<file path="config.mk">
export PLATFORM = sky130hd
export DESIGN_NAME = register_sequencer
export DESIGN_NICKNAME = d
export VERILOG_FILES = /design/src/rtl/register_sequencer.sv
export SDC_FILE = /design/constraint.sdc
export NUM_CORES = 1
export LEC_CHECK = 0
export CORE_MARGIN = 1.5
export CORE_UTILIZATION = 50
export DETAILED_ROUTE_END_ITERATION = 6
export GPL_TIMING_DRIVEN = 0
export PLACE_DENSITY = 0.79
export SYNTH_ARGS = -nofsm -noshare
export SYNTH_HDL_FRONTEND = slang
export SYNTH_SLANG_ARGS = --single-unit
</file>
<file path="constraint.sdc">
create_clock -name clk -period 4.7 [get_ports clk]
set_input_delay 0.705 -clock clk [delete_from_list [all_inputs] [get_ports clk]]
set_output_delay 0.705 -clock clk [all_outputs]
set_load 0.01 [all_outputs]
</file>
<file path="src/rtl/register_sequencer.sv">
// Sequences read/write strobes of a four-entry register bank to execute
// LOADI / MOV / ADD, one instruction per valid/ready handshake.
module register_sequencer #(
  parameter int DATA_WIDTH = 2,
  parameter int REG_SEL_W  = 2
) (
  input  logic                  clk,
  input  logic                  reset,
  input  logic                  instr_valid,
  output logic                  instr_ready,
  input  logic [1:0]            instr_op,
  input  logic [REG_SEL_W-1:0]  instr_rd,
  input  logic [REG_SEL_W-1:0]  instr_rs,
  input  logic [DATA_WIDTH-1:0] instr_imm,
  input  logic [DATA_WIDTH-1:0] rd_bus,
  output logic                  write_enable_1,
  output logic                  write_enable_2,
  output logic                  write_enable_3,
  output logic                  write_enable_4,
  output logic                  read_enable_1,
  output logic                  read_enable_2,
  output logic                  read_enable_3,
  output logic                  read_enable_4,
  output logic [DATA_WIDTH-1:0] data_in,
  output logic                  done,
  output logic                  carry,
  output logic                  busy
);
  typedef enum logic [1:0] {IDLE, READ_S, READ_D, WRITE} state_t;
  typedef enum logic [1:0] {OP_NOP, OP_LOADI, OP_MOV, OP_ADD} op_t;

  typedef struct packed {
    op_t                  op;
    logic [REG_SEL_W-1:0] rd;
  } instr_t;

  state_t                state;
  instr_t                cur;
  logic [DATA_WIDTH-1:0] op_a, op_b;
  logic [3:0]            we_q, re_q;
  logic [DATA_WIDTH:0]   sum_rd, sum_ab;
  op_t                   in_op;

  function automatic logic [3:0] onehot(input logic [REG_SEL_W-1:0] sel);
    return 4'b0001 << sel;
  endfunction

  assign in_op  = op_t'(instr_op);
  // sum_rd forms the ADD result while opB is still on rd_bus; sum_ab feeds carry
  assign sum_rd = {1'b0, op_a} + {1'b0, rd_bus};
  assign sum_ab = {1'b0, op_a} + {1'b0, op_b};

  assign {write_enable_4, write_enable_3, write_enable_2, write_enable_1} = we_q;
  assign {read_enable_4,  read_enable_3,  read_enable_2,  read_enable_1}  = re_q;

  // Outputs are loaded alongside the state they belong to, so every strobe is a flop.
  always_ff @(posedge clk) begin
    if (reset) begin
      state       <= IDLE;
      cur         <= '0;
      op_a        <= '0;
      op_b        <= '0;
      carry       <= 1'b0;
      we_q        <= '0;
      re_q        <= '0;
      data_in     <= '0;
      done        <= 1'b0;
      busy        <= 1'b0;
      instr_ready <= 1'b1;
    end else begin
      case (state)
        IDLE: begin
          if (instr_valid) begin
            cur.op      <= in_op;
            cur.rd      <= instr_rd;
            instr_ready <= 1'b0;
            busy        <= 1'b1;
            if (in_op == OP_NOP || in_op == OP_LOADI) begin
              state   <= WRITE;
              done    <= 1'b1;
              data_in <= (in_op == OP_LOADI) ? instr_imm : '0;
              we_q    <= (in_op == OP_LOADI) ? onehot(instr_rd) : 4'b0000;
            end else begin
              state <= READ_S;
              re_q  <= onehot(instr_rs);
            end
          end
        end
        READ_S: begin
          op_a <= rd_bus;
          if (cur.op == OP_ADD) begin
            state <= READ_D;
            re_q  <= onehot(cur.rd);
          end else begin
            state   <= WRITE;
            re_q    <= '0;
            we_q    <= onehot(cur.rd);
            data_in <= rd_bus;
            done    <= 1'b1;
          end
        end
        READ_D: begin
          op_b    <= rd_bus;
          state   <= WRITE;
          re_q    <= '0;
          we_q    <= onehot(cur.rd);
          data_in <= sum_rd[DATA_WIDTH-1:0];
          done    <= 1'b1;
        end
        WRITE: begin
          if (cur.op == OP_ADD) carry <= sum_ab[DATA_WIDTH];
          state       <= IDLE;
          we_q        <= '0;
          data_in     <= '0;
          done        <= 1'b0;
          busy        <= 1'b0;
          instr_ready <= 1'b1;
        end
        default: state <= IDLE;
      endcase
    end
  end
endmodule

</file>
==> out/qor.yml <==
run_status:
  outcome: "complete, no violations"
power_and_ir_drop:
  p_clk_frac: 0.105
  p_per_area_nw_per_um2: 575
  seq_power_share: 0.355
  p_int_uw: 522
  leakage_nw: 0.574
  switching_share: 0.407
  combPwrFrac: 0.540
  vdd_ir_drop_max_mv: 0.394
  p_sw_uw: 358
cts:
  path_clk_slew_ns: 0.13
  cts_buffers: 3
  clk_latency_ns: 0.31
  cts.sinks: 24
  cts_setup_buffers: 0
  cts_tree: "done"
  cts_max_level: 1
  ctsResizeCount: 0
  clockRootBuffer: "clkbuf_4"
  clock_path_buffers: 2
  hold_buffers: 0
logic_synthesis:
  netlist_instances: 137
  ys_types: 35
  syn-mean-instance-area_um2: 8.84
  synthArstFlopShare: 0
  synth_edf_count: 0
  yosys-top-cells-count: "dfxtp_1 (24), nor2_1 (22), nand2_1 (10)"
  ys_ff_latch: 24
  ys_seq_area_frac: 0.397
  synth_nets: 157
  synth_ff_type: "dfxtp_1"
  synth_top_area_cell: "dfxtp_1"
  synth_area_leaders: "dfxtp_1 (40%), ha_1 (7.2%), nor2_1 (6.8%)"
  netlist_area_um2: 1210
  post-synth-top-count-cell: "dfxtp_1"
  synth_top_area_frac: 0.397
  yosysWarnings: 0
detailed_routing:
  routed_wl_um: 2810
  ant_nets: 0
  drcViolationCount: 0
  wire_per_inst_um: 14.5
  routed-via-count: 1155
  viasPerCell: 5.95
  initialDrtViolationCount: 28
  drt_pass1_iterations: 4
placed_design:
  place.detailed.hpwl_um: 2120
  gp_congestion: 0.880
  port_buffers: 26
  pre_cts_slack_ns: 2.35
floorplan:
  core_um2: 2250
  dieArea_um2: 2730
  io_pins: 27
  die_height_um: 52.2
  initial_core_util: 0.537
  rows: 17
  die_w_um: 52.2
timing:
  fin_crit_sh: 0.426
  fmax_ghz: 0.499
  tns_ns: 0
  period_needed_ns: 2.00
  skew_ns: 0.00234
  relSlewSlack: 0.660
  rsz0062_at_grt: "false"
  slew_violations: 0
  setup_violations: 0
  fin_hold_ws_ns: 0.478
  hold_viol_final: 0
  tightest_slew_ns: 0.510
  setup_ws_ns: 2.70
critical_path:
  worst-setup-path-type: "in2reg"
  crit_required_ns: 4.91
  path_max_fanout: 10
  critPathLaunchType: "input port"
  crit_path_end_kind: "flop"
  arrival_ns: 2.21
global_route:
  grt.met3_usage: 0.0400
  busiest_layer: "met2"
  gr-total-overflow: 0
  use_met1: 0.318
  antenna_found_initial: 0
  grt_pass1_vias: 1091
  use_met2: 0.390
  grt_use_total: 0.238
  grt_pass1_wl_um: 4810
  grt_max_degree: 13
layout:
  antenna_cells: 0
  drive_gt1_frac: 0.0602
  fillers: 201
  fin_nets: 188
  area_growth_pct: 26.2
min_path:
  hold_class: "reg2reg"
job:
  maxCapViolCount: 0
critical path, stage by stage:
cell and delay (ns):
clkdlybuf4s50_1 0.61, nand2b_1 0.18, a32oi_4 0.37, o211ai_1 0.16
nor3b_1 0.18
through the flow:
| stage | total power, mW | std cells | instance area (µm²) | util |
|---|---|---|---|---|
| 6_report | 0.879 | 194 | 1530 | 0.678 |
| 2_1_floorplan | 0.620 | 137 | 1210 | - |
| 5_1_grt | 0.954 | 194 | 1530 | 0.678 |
| 3_5_place_dp | 0.792 | 191 | 1510 | 0.668 |
| 3_3_place_gp | 0.777 | 191 | 1510 | 0.668 |
| 4_1_cts | 0.884 | 194 | 1530 | 0.678 |
area by class of cell:
type                    count  area [µm²]  share of cell area
plain buffers               6        27.5              0.0180
clock buffers               3        22.5              0.0147
inverters                   6        22.5              0.0147
multi-input cells         101         681               0.445
flip-flops and latches     24         480               0.314
well taps                  28        35.0              0.0229
repair buffers             26         260               0.170
routing by layer:
layer  up-vias  part of all wire
li1        557                 -
met1       547              0.46
met2        46              0.46
met3         5             0.062
met4         0             0.013
met5         -                 0
registers in the layout (all words and copies together), names as in the netlist:
name / flops
cur: 4
data_in: 2
we_q: 4
op_a: 2
carry: 1
op_b: 2
busy: 1
instr_ready: 1
re_q: 4
done: 1
state: 2
cell usage in the layout, fill, tap and decap left out, drive strengths merged:
master / count
nor3: 7
o22ai: 2
nand3: 5
inv: 6
ha: 7
dfxtp: 24
nand4: 3
nand4b: 2
nor2: 22
clkbuf: 6
a221oi: 1
nand2: 10
a22oi: 1
nand3b: 1
a31oi: 1
xor3: 1
or3: 1
a21oi: 9
o21ai: 1
o311a: 3
o21bai: 1
mux2i: 4
nor3b: 1
a311oi: 2
o211ai: 1
a211oi: 5
nand2b: 5
clkdlybuf4s50: 26
a32oi: 1
a32o: 1
a211o: 1
buf: 3
o32a: 2
power groups by stage:
stage,combinational (mW),clock [mW],sequential [mW]
final,0.475,0.0922,0.312
after global routing,0.531,0.101,0.322
after CTS,0.478,0.0938,0.312
after detailed placement,0.475,0,0.317
after global placement,0.464,0,0.313
after floorplan,0.289,0,0.332
cells by family (layout without fill, tap and decap cells):
family / Yosys count / in the layout / share of synthesized area
AOI/OAI and AO/OA: 32 / 32 / 0.211
DFF: 24 / 24 / 0.397
adders and majority gates: 7 / 7 / 0.0723
buffers and inverters: 12 / 41 / 0.0413
muxes: 4 / 4 / 0.0331
xor gates and xnor gates: 1 / 1 / 0.0196
and+or+nand+nor: 57 / 57 / 0.226
final timing paths:
path / from / to / slack [ns] / depth (start not counted)
worst max-delay path: instr_valid / data_in[0] / 2.70 / 5
worst min-delay path: data_in[1] / data_in[1] / 0.48 / 2
worst max register to register: state[0] / re_q[0] / 2.84 / 6
worst min register to register: data_in[1] / data_in[1] / 0.48 / 2
No activity file was read; power rests on OpenSTA's default activity.
